**config.mk**
```make
export PLATFORM = sky130hd
export DESIGN_NAME = toa_code_assembler
export DESIGN_NICKNAME = d
export VERILOG_FILES = /design/src/rtl/toa_code_assembler.sv
export SDC_FILE = /design/constraint.sdc
export NUM_CORES = 1
export LEC_CHECK = 0
export CAP_MARGIN = 20
export CORE_ASPECT_RATIO = 0.7
export CORE_MARGIN = 2
export CORE_UTILIZATION = 35
export CTS_CLUSTER_DIAMETER = 120
export DETAILED_ROUTE_END_ITERATION = 6
export PLACE_DENSITY = 0.55
export SLEW_MARGIN = 5
export SYNTH_ARGS = -nofsm -noshare
export SYNTH_HDL_FRONTEND = slang
export SYNTH_SLANG_ARGS = --single-unit
```
**constraint.sdc**
```tcl
create_clock -name clk -period 11.1 [get_ports clk]
set_clock_uncertainty 0.1 [all_clocks]
set_input_delay 2.22 -clock clk [delete_from_list [all_inputs] [get_ports clk]]
set_output_delay 2.22 -clock clk [all_outputs]
set_load 0.05 [all_outputs]
```
**src/rtl/toa_code_assembler.sv**
```systemverilog
// TOA code assembler: captures fine/coarse/bubble on a hit, forms coarse*FINE_BINS+fine,
// queues results in a small valid/ready FIFO and keeps saturating statistics counters.
// Optional build macro: TOA_BUBBLE_FILTER_EN drops hits that carry a bubble error.
module toa_code_assembler #(
  parameter int COARSE_W   = 10,
  parameter int FINE_BINS  = 126,
  parameter int FIFO_DEPTH = 4,
  parameter int CNT_W      = 16
) (
  input  logic                  clk,
  input  logic                  rstn,
  input  logic                  hit_valid,
  input  logic [6:0]            fine_code,
  input  logic [1:0]            bubble_error,
  input  logic [COARSE_W-1:0]   coarse_code,
  input  logic                  cnt_clr,
  output logic                  toa_valid,
  input  logic                  toa_ready,
  output logic [COARSE_W+6:0]   toa_data,
  output logic [2:0]            toa_flags,
  output logic [CNT_W-1:0]      hit_cnt,
  output logic [CNT_W-1:0]      bub_cnt,
  output logic [CNT_W-1:0]      drop_cnt
);

  localparam int TOA_W = COARSE_W + 7;
  localparam int PTR_W = (FIFO_DEPTH > 1) ? $clog2(FIFO_DEPTH) : 1;
  localparam int OCC_W = PTR_W + 1;
  localparam logic [6:0] FINE_MAX = 7'(FINE_BINS - 1);

  function automatic logic [CNT_W-1:0] sat_inc(input logic [CNT_W-1:0] v, input logic en);
    return (en && (v != {CNT_W{1'b1}})) ? v + 1'b1 : v;
  endfunction

  function automatic logic [6:0] clamp_fine(input logic [6:0] f);
    return (f > FINE_MAX) ? FINE_MAX : f;
  endfunction

  // Stage p0: capture the hit
  logic                vld_p0;
  logic [6:0]          fine_p0;
  logic [1:0]          bub_p0;
  logic [COARSE_W-1:0] coarse_p0;

  always_ff @(posedge clk) begin
    if (!rstn) vld_p0 <= 1'b0;
    else       vld_p0 <= hit_valid;
  end

  always_ff @(posedge clk) begin
    if (hit_valid) begin
      fine_p0   <= fine_code;
      bub_p0    <= bubble_error;
      coarse_p0 <= coarse_code;
    end
  end

  // Stage p1: range check, clamp and linearise
  logic             range_err;
  logic [TOA_W-1:0] toa_calc;
  logic             vld_p1;
  logic [TOA_W-1:0] toa_p1;
  logic [2:0]       flags_p1;
  logic [1:0]       bub_p1;

  always_comb begin
    range_err = (fine_p0 > FINE_MAX);
    toa_calc  = TOA_W'(coarse_p0) * TOA_W'(FINE_BINS) + TOA_W'(clamp_fine(fine_p0));
  end

  always_ff @(posedge clk) begin
    if (!rstn) vld_p1 <= 1'b0;
    else       vld_p1 <= vld_p0;
  end

  always_ff @(posedge clk) begin
    if (vld_p0) begin
      toa_p1 <= toa_calc;
      bub_p1 <= bub_p0;
`ifdef TOA_BUBBLE_FILTER_EN
      flags_p1 <= {range_err, 2'b00};
`else
      flags_p1 <= {range_err, bub_p0};
`endif
    end
  end

  // Stage p2: FIFO write, head register and statistics
  logic [TOA_W-1:0] mem_toa   [FIFO_DEPTH];
  logic [2:0]       mem_flags [FIFO_DEPTH];
  logic [PTR_W-1:0] wr_ptr;
  logic [PTR_W-1:0] rd_ptr;
  logic [OCC_W-1:0] occ;
  logic             full;
  logic             pop;
  logic             push;
  logic             filtered;
  logic             bub_hit;

  always_comb begin
`ifdef TOA_BUBBLE_FILTER_EN
    filtered = (bub_p1 != 2'b00);
`else
    filtered = 1'b0;
`endif
    bub_hit   = vld_p1 && (bub_p1 != 2'b00);
    full      = (occ == OCC_W'(FIFO_DEPTH));
    toa_valid = (occ != '0);
    pop       = toa_valid && toa_ready;
    // A full FIFO still takes a write when the head leaves in the same cycle
    push      = vld_p1 && !filtered && (!full || pop);
    toa_data  = toa_valid ? mem_toa[rd_ptr]   : '0;
    toa_flags = toa_valid ? mem_flags[rd_ptr] : 3'b000;
  end

  always_ff @(posedge clk) begin
    if (push) begin
      mem_toa[wr_ptr]   <= toa_p1;
      mem_flags[wr_ptr] <= flags_p1;
    end
  end

  always_ff @(posedge clk) begin
    if (!rstn) begin
      wr_ptr <= '0;
      rd_ptr <= '0;
      occ    <= '0;
    end else begin
      if (push) wr_ptr <= wr_ptr + PTR_W'(1);
      if (pop)  rd_ptr <= rd_ptr + PTR_W'(1);
      case ({push, pop})
        2'b10:   occ <= occ + OCC_W'(1);
        2'b01:   occ <= occ - OCC_W'(1);
        default: occ <= occ;
      endcase
    end
  end

  always_ff @(posedge clk) begin
    if (!rstn || cnt_clr) begin
      hit_cnt  <= '0;
      bub_cnt  <= '0;
      drop_cnt <= '0;
    end else begin
      hit_cnt  <= sat_inc(hit_cnt, push);
      bub_cnt  <= sat_inc(bub_cnt, bub_hit);
      drop_cnt <= sat_inc(drop_cnt, vld_p1 && !push);
    end
  end

endmodule

```
Yosys cells after proc, flatten, opt, wreduce, memory -nomap -nowiden. Memories as Yosys holds them, arrays and structs flattened. A register that Yosys moved wholly into a read port is not among the register bits. Cells that the tools add are included.

Word-level logic and storage cells: 57. RAM bits: 80. Memories: 2. Input bits: 24. Output and inout port bits: 69. Register bits: 98.

Memories: mem_toa (words 4, width 17, rd ports 1, clocked after Yosys merged registers in 1, wr ports 1, RTL line 89) `logic [TOA_W-1:0] mem_toa [FIFO_DEPTH];`; mem_flags (words 4, width 3, rd ports 1, clocked after Yosys merged registers in 1, wr ports 1, RTL line 90) `logic [2:0] mem_flags [FIFO_DEPTH];`.

Reductions and logical operators: 15. Mux-type cells: 10. $lt $le $gt $ge: 1. Multiply operators: 1. Add/subtract/negate cells: 8. Eq/ne operators: 6.

Operators by type and width (number): $add 16x1->16 const B (3); $ne 16x16->1 const B (3); $add 17x7->17 (1); $mux 17 (1); $mul 10x6->16 const B (1); $mux 2 (4); $gt 7x7->1 const B (1); $logic_and 1x1->1 (7); $mux 7 (1); $pmux 3 s2 (1); $add 2x1->2 const B (2); $reduce_bool 2->1 (2); $add 3x1->3 const B (1); $eq 3x3->1 const B (1); $logic_not 1->1 (3); $mux 3 (1); $reduce_bool 3->1 (1); $sub 3x1->3 const B (1); $eq 2x1->1 const B (1); $eq 2x2->1 const B (1); $logic_or 1x1->1 (2); $mux 1 (2).

Logic depth before layout (Yosys ltp).
Depth after elaboration: 7. Gate-level depth with buffers: 16. Mapped depth without buffers: 16.

Worst setup path before layout. Ideal clock, no wire load.

Path kind: register to register. From: register coarse_p0[3]. To: register toa_p1[16], data pin. Buffers on the path: 0. Clock period less this slack: 4.639 ns. Stages on the path, launching flop included: 17. Required time: 10.732 ns. Slack: 6.461 ns. Library setup time: 0.268 ns. Arrival time: 4.271 ns. Cells stage by stage: edfxtp_1 > inv_1 > fa_1 > inv_1 > fa_1 > inv_1 > fa_1 > inv_1 > ha_1 > xor2_1 > ha_1 > a21oi_1 > a21oi_1 > or3b_1 > nand4bb_4 > a311oi_2 > xnor3_1.

Word-level cells in the longest chain between the ends: 2.

RTL lines: start, declared (RTL line 43) `logic [COARSE_W-1:0] coarse_p0;`; start signal, assigned (RTL line 54) `coarse_p0 <= coarse_code;`; $mul 10x6->16 (RTL line 68) `toa_calc = TOA_W'(coarse_p0) * TOA_W'(FINE_BINS) + TOA_W'(clamp_fine(fine_p0));`; $add 17x7->17 (RTL line 68); net toa_calc[16] (RTL line 60) `logic [TOA_W-1:0] toa_calc;`; end signal, assigned (RTL line 78) `toa_p1 <= toa_calc;`; end, declared (RTL line 62) `logic [TOA_W-1:0] toa_p1;`.

The timed path passes the listed nets, and every way through them passes these cells. A chain may end at the register's enable or synchronous reset.

==> metrics <==
antenna cells 0; FP Rows 48; final net count 876; # hold bufs at CTS 0; CTS buffer count 17; root buffer cell clkbuf_16; sequential-to-total area share from yosys stat ~55%; Critical Path Start Type register; core area 0.02456 mm^2; DP HPWL 12.04 mm; type of the most critical hold path register to register; CTS resizes 0; Final Hold Viols 0; Synth Instances around 690; status finished, final reports clean; WP data required 8.78 ns; first-pass GRT wire length approximately 27 mm; layout cells sized above 1 slightly above 8%; Final GP Congestion roughly 0.75; port buffer count around 90; die height between 100 and 150 um; filler instances approximately 2300; sequential group share of total power around 37%; Via density 4.670; Mapped Avg Cell Area 12.57 um^2; FF+latch count, synth roughly 180; initial antenna violation count 0; ys flop type edfxtp_1; Antenna Nets Post-Route 0; overall routing resource usage 13.85%; Pwr Total between 0.002 and 0.0025 W; Yosys Warn Count 0; RSZ-0062 raised after global routing false; number of synthesized flops with an enable pin about 120; final slew viol count 0; overall die width between 150 and 200 um; Setup TNS Final 0 ns; DRC 0; routed wirelength normalized by instance count between 15 and 20 um; vias in the first global route a little over 5000; worst IR drop on VDD roughly 0.00015 V; fmax just under 200 MHz; Worst-Skew Late Latency approximately 0.43 ns; largest net degree at the start of global routing 49; Setup Viol. Count Final 0; CTS max path bufs 2; DRT Wirelength 17.00 mm; Worst setup EP type output pin; PwrDens 215.5 mW/mm^2; critical path class register to output pin; Int Power 0.001498 W; Switching Share a little over a third; via count about 5300; Gate power share a little over a third; CTS clk-pin slew, worst paths ~0.070 ns; GRT overflow 0; Util after Layout 43.46%; Final period util between 40% and 50%; Starting Density 35.47%; Area growth syn-to-layout 22.53%; CTS tree yes; CTS H-Tree Depth 4; fin cells approximately 1100; fraction of registers with async set/reset 0%; Clk network pwr share between 20 and 30%; mapped cell area roughly 0.0087 mm^2; crit-path max FO 20; Num Clock Sinks 178; Lkg Pwr 3.832 nW; num ports between 90 and 100; Mapped Nets 782; hold slack ~0.33 ns; pin slew with the least headroom to its limit roughly 1.1 ns; post-layout minimum cycle time between 5 and 6 ns; max cap viols 0; Rel. slew slack 29.31%; initial DRC count approximately 230; sw power 0.0008025 W; placed cells 1089; Cell variety after synth 51; drt pass-1 iters 4; Post-CTS Setup Bufs 0; critical path arrival approximately 2.8 ns; full die area between 0.02 and 0.03 mm^2
-- power by group through the flow --
| stage | Combinational, W | Clock (W) | Sequential, W |
|---|---|---|---|
| floorplan | 0.000663 | 0 | 0.000849 |
| global placement | 0.000826 | 0 | 0.000862 |
| detailed placement | 0.000831 | 0 | 0.000863 |
| CTS | 0.000837 | 0.000640 | 0.000848 |
| global route | 0.000936 | 0.000669 | 0.000854 |
| finish | 0.000834 | 0.000620 | 0.000846 |
-- critical path, stage by stage, from the launching register on --
cell,delay [ns]
dfxtp_1,0.99
mux4_2,0.36
and2_1,0.17
clkdlybuf4s50_1,0.82
-- cell type report --
cell class	count	area (um^2)	area share (%)
Tap cell	325	406.6	3.809
Timing Repair Buffer	97	1026	9.611
Clock inverter	15	187.7	1.758
Clock buffer	17	425.4	3.985
Inverter	63	236.5	2.215
Sequential cell	178	4755	44.54
Multi-Input combinational cell	430	3638	34.08
-- flip-flops by register name, indices dropped and copies added (netlist names), named ones only --
signal / count
toa_p1: 17
rd_ptr: 2
fine_p0: 7
drop_cnt: 16
mem_flags: 12
wr_ptr: 2
coarse_p0: 10
occ: 3
flags_p1: 3
vld_p0: 1
bub_p0: 2
vld_p1: 1
mem_toa: 68
hit_cnt: 16
bub_cnt: 16
-- placed cells by master (no fill, tap or decap), types with 5 or more instances in the layout --
master / n
mux4_2: 20
xor2_1: 35
ha_1: 38
nor3b_1: 5
a21oi_1: 20
nor2b_1: 5
and2_1: 33
edfxtp_1: 119
inv_8: 8
xnor2_1: 30
clkbuf_16: 17
clkdlybuf4s50_1: 92
o21ai_0: 14
nor3_1: 6
inv_1: 63
fa_1: 27
nand3_1: 19
dfxtp_1: 59
nor2_1: 62
nand4_1: 16
or3_1: 7
nand2_1: 27
and3_1: 13
-- path summary, 6_finish.rpt --
| check | start | endpoint | slack, ns | depth (start not counted) |
|---|---|---|---|---|
| hold reg to reg | bub_p0[0] | flags_p1[0] | 0.33 | 0 |
| setup reg to reg | coarse_p0[3] | toa_p1[16] | 6.08 | 16 |
| hold / removal | bub_p0[0] | flags_p1[0] | 0.33 | 0 |
| setup / recovery | register | toa_data[10] | 6.00 | 3 |
-- cells in the mapped netlist, drive strengths merged (7+ instances only) --
cell    count  area share, %
nand4      16            1.1
clkbuf     20           0.86
mux4       20            5.2
or3         7           0.50
xor2       35            3.5
and2       33            2.4
edfxtp    119             41
and3       13           0.93
o21ai      14           0.80
dfxtp      59             14
ha         38            5.5
nand3      19            1.1
inv        63            2.7
a21oi      20            1.1
nand2      27            1.2
xnor2      30            3.0
nor2       62            2.7
fa         27            6.2
-- cells by family after synthesis --
kind of cell | share of synthesized area, %
simple gates | 12.74
flops | 54.57
buf+inv | 3.691
xor+xnor | 6.793
fa+ha+maj | 11.66
compound gates | 4.912
mux | 5.630
-- per-layer routing --
layer	global-route usage (%)	routed length, um	up-vias
met5	0	0	-
met4	3.986	183	0
met3	4.104	763	13
met2	19.46	7160	70
met1	20.53	8888	2539
li1	-	-	2632
-- per-stage QoR --
stage / cell area, um^2 / setup WS [ns]
5_1_grt: 10680 / 5.780
3_5_place_dp: 9965 / 6.051
4_1_cts: 10580 / 5.892
6_report: 10680 / 5.999
3_3_place_gp: 9965 / 6.164
2_1_floorplan: 8712 / 6.461
(Power assumes the default switching activity.)
==> RTL edit (same settings) <==
Add a define of `TOA_BUBBLE_FILTER_EN`.
--- a/src/rtl/toa_code_assembler.sv
+++ b/src/rtl/toa_code_assembler.sv
@@ -2,4 +2,6 @@
 // queues results in a small valid/ready FIFO and keeps saturating statistics counters.
 // Optional build macro: TOA_BUBBLE_FILTER_EN drops hits that carry a bubble error.
+`define TOA_BUBBLE_FILTER_EN
+
 module toa_code_assembler #(
   parameter int COARSE_W   = 10,
Behaviour: not the same (a bounded check fails within 4 cycles, from zero or initial values and one cycle with rstn low).
==> RTL edit against the unedited design <==
- via count decreased by 1.4%
- fmax is 2.3% higher
- power shrank 2.9%
- routed wire length fell by 4.5%
- first-iteration DRC count grew 13%
- core utilization fell by 0.66 points
- count of clock-buffer cells in the layout unchanged
- register-to-register slack better by 0.49 ns
- clock power down 4.8%
- sequential cell count is 8 lower
- setup slack improved by 0.11 ns
- area after synthesis decreased by 0.70%
- design area down 2.0%
- critical endpoint is now toa_data[3]
- largest power group is now combinational cells
==> RTL edit: results (changes against the unedited design) <==
[status] run status complete, no violations
[yosys] Synth Instances 704 [+1.6%]
[final_layout] fraction of layout cells with a size suffix above 1 9.45% [+1.2 points]
[route] DR WL/cell 14.4 um [-4.9%]
[power] clk pwr 590 uW [-4.8%]
[grt] M2 GR Usage 18.6% [-0.89 points]
[yosys] synth unique cells 65 [+27%]
[power] worst IR drop on VDD 0.121 mV [-18%]
[yosys] commonest cells in the synthesized netlist sky130_fd_sc_hd__edfxtp_1, sky130_fd_sc_hd__nor2_1, sky130_fd_sc_hd__inv_1
[yosys] leading post-synthesis cells by cell area sky130_fd_sc_hd__edfxtp_1, sky130_fd_sc_hd__dfxtp_1, sky130_fd_sc_hd__fa_1, sky130_fd_sc_hd__ha_1, sky130_fd_sc_hd__mux4_2
[yosys] Compound-Gate Fraction of Synth Area 6.84% [+1.9 points]
[grt] vias in the first global route 5142 [-0.60%]
[final_layout] post-layout instance count excluding filler cells 1129 [+0.36%]
[place] number of buffer cells added on primary ports 90 [-2.2%]
[place] worst setup slack after placement 6.47 ns [+0.416 ns]
[place] post-detailed-placement half-perimeter wirelength 11600 um [-3.4%]
[final_layout] post-layout util 42.8% [-0.66 points]
[worst_setup_path] CP max FO 22 [+10%]
[worst_setup_path] slowest cell delay on critical path 0.81 ns [-0.18 ns]
[route] mean number of vias per cell 4.59 [-1.7%]
[yosys] xor/xnor cell area share of the yosys netlist 6.38% [-0.41 points]
[yosys] share of synthesized area occupied by flip-flops and latches 52.2% [-2.4 points]
[yosys] number of synthesized flops with an enable pin 111 [-6.7%]
[final_layout] number of nets in the layout 880 [+0.46%]
[yosys] Synth Area in Adders 11.7% [+0.083 points]
[worst_setup_path] largest delay contributor family on the critical path buffers and inverters
[place] Placed Instance Area 0.00985 mm2 [-1.1%]
[grt] wire length of the first global-routing pass 26900 um [-2.3%]
[grt] Global Route met1 Usage 20.5% [about the same]
[sta] slew at the pin with the worst max-slew slack 0.968 ns [-0.0920 ns]
[worst_setup_path] arrival time worst endpoint 2.67 ns [-0.11 ns]
[worst_setup_path] cell with the largest stage delay on the worst path sky130_fd_sc_hd__clkdlybuf4s50_1
-- RTL edit: layer usage --
layer  vias up  part of all wire [%]
li1       2651                     -
met1      2455                    55
met2        65                    41
met3        10                   2.8
met4         0                  0.80
met5         -                     0
-- RTL edit: area by class of cell --
| cell class | count | share of cell area, % |
|---|---|---|
| flip-flops and latches | 170 | 43.2 |
| multi-input cells | 448 | 36.2 |
| repair buffers | 92 | 8.95 |
| clock buffers | 17 | 4.07 |
| well taps | 325 | 3.89 |
| inverters | 62 | 2.22 |
| clock inverters | 15 | 1.51 |
-- RTL edit: path summary, 6_finish.rpt --
check / startpoint / endpoint / slack, ns / depth (start not counted)
worst max register to register: coarse_p0[3] / toa_p1[13] / 6.57 / 15
worst max-delay path: occ[0] / toa_data[3] / 6.11 / 4
worst min register to register: bub_p0[0] / bub_p1[0] / 0.32 / 0
worst min-delay path: bub_p0[0] / bub_p1[0] / 0.32 / 0
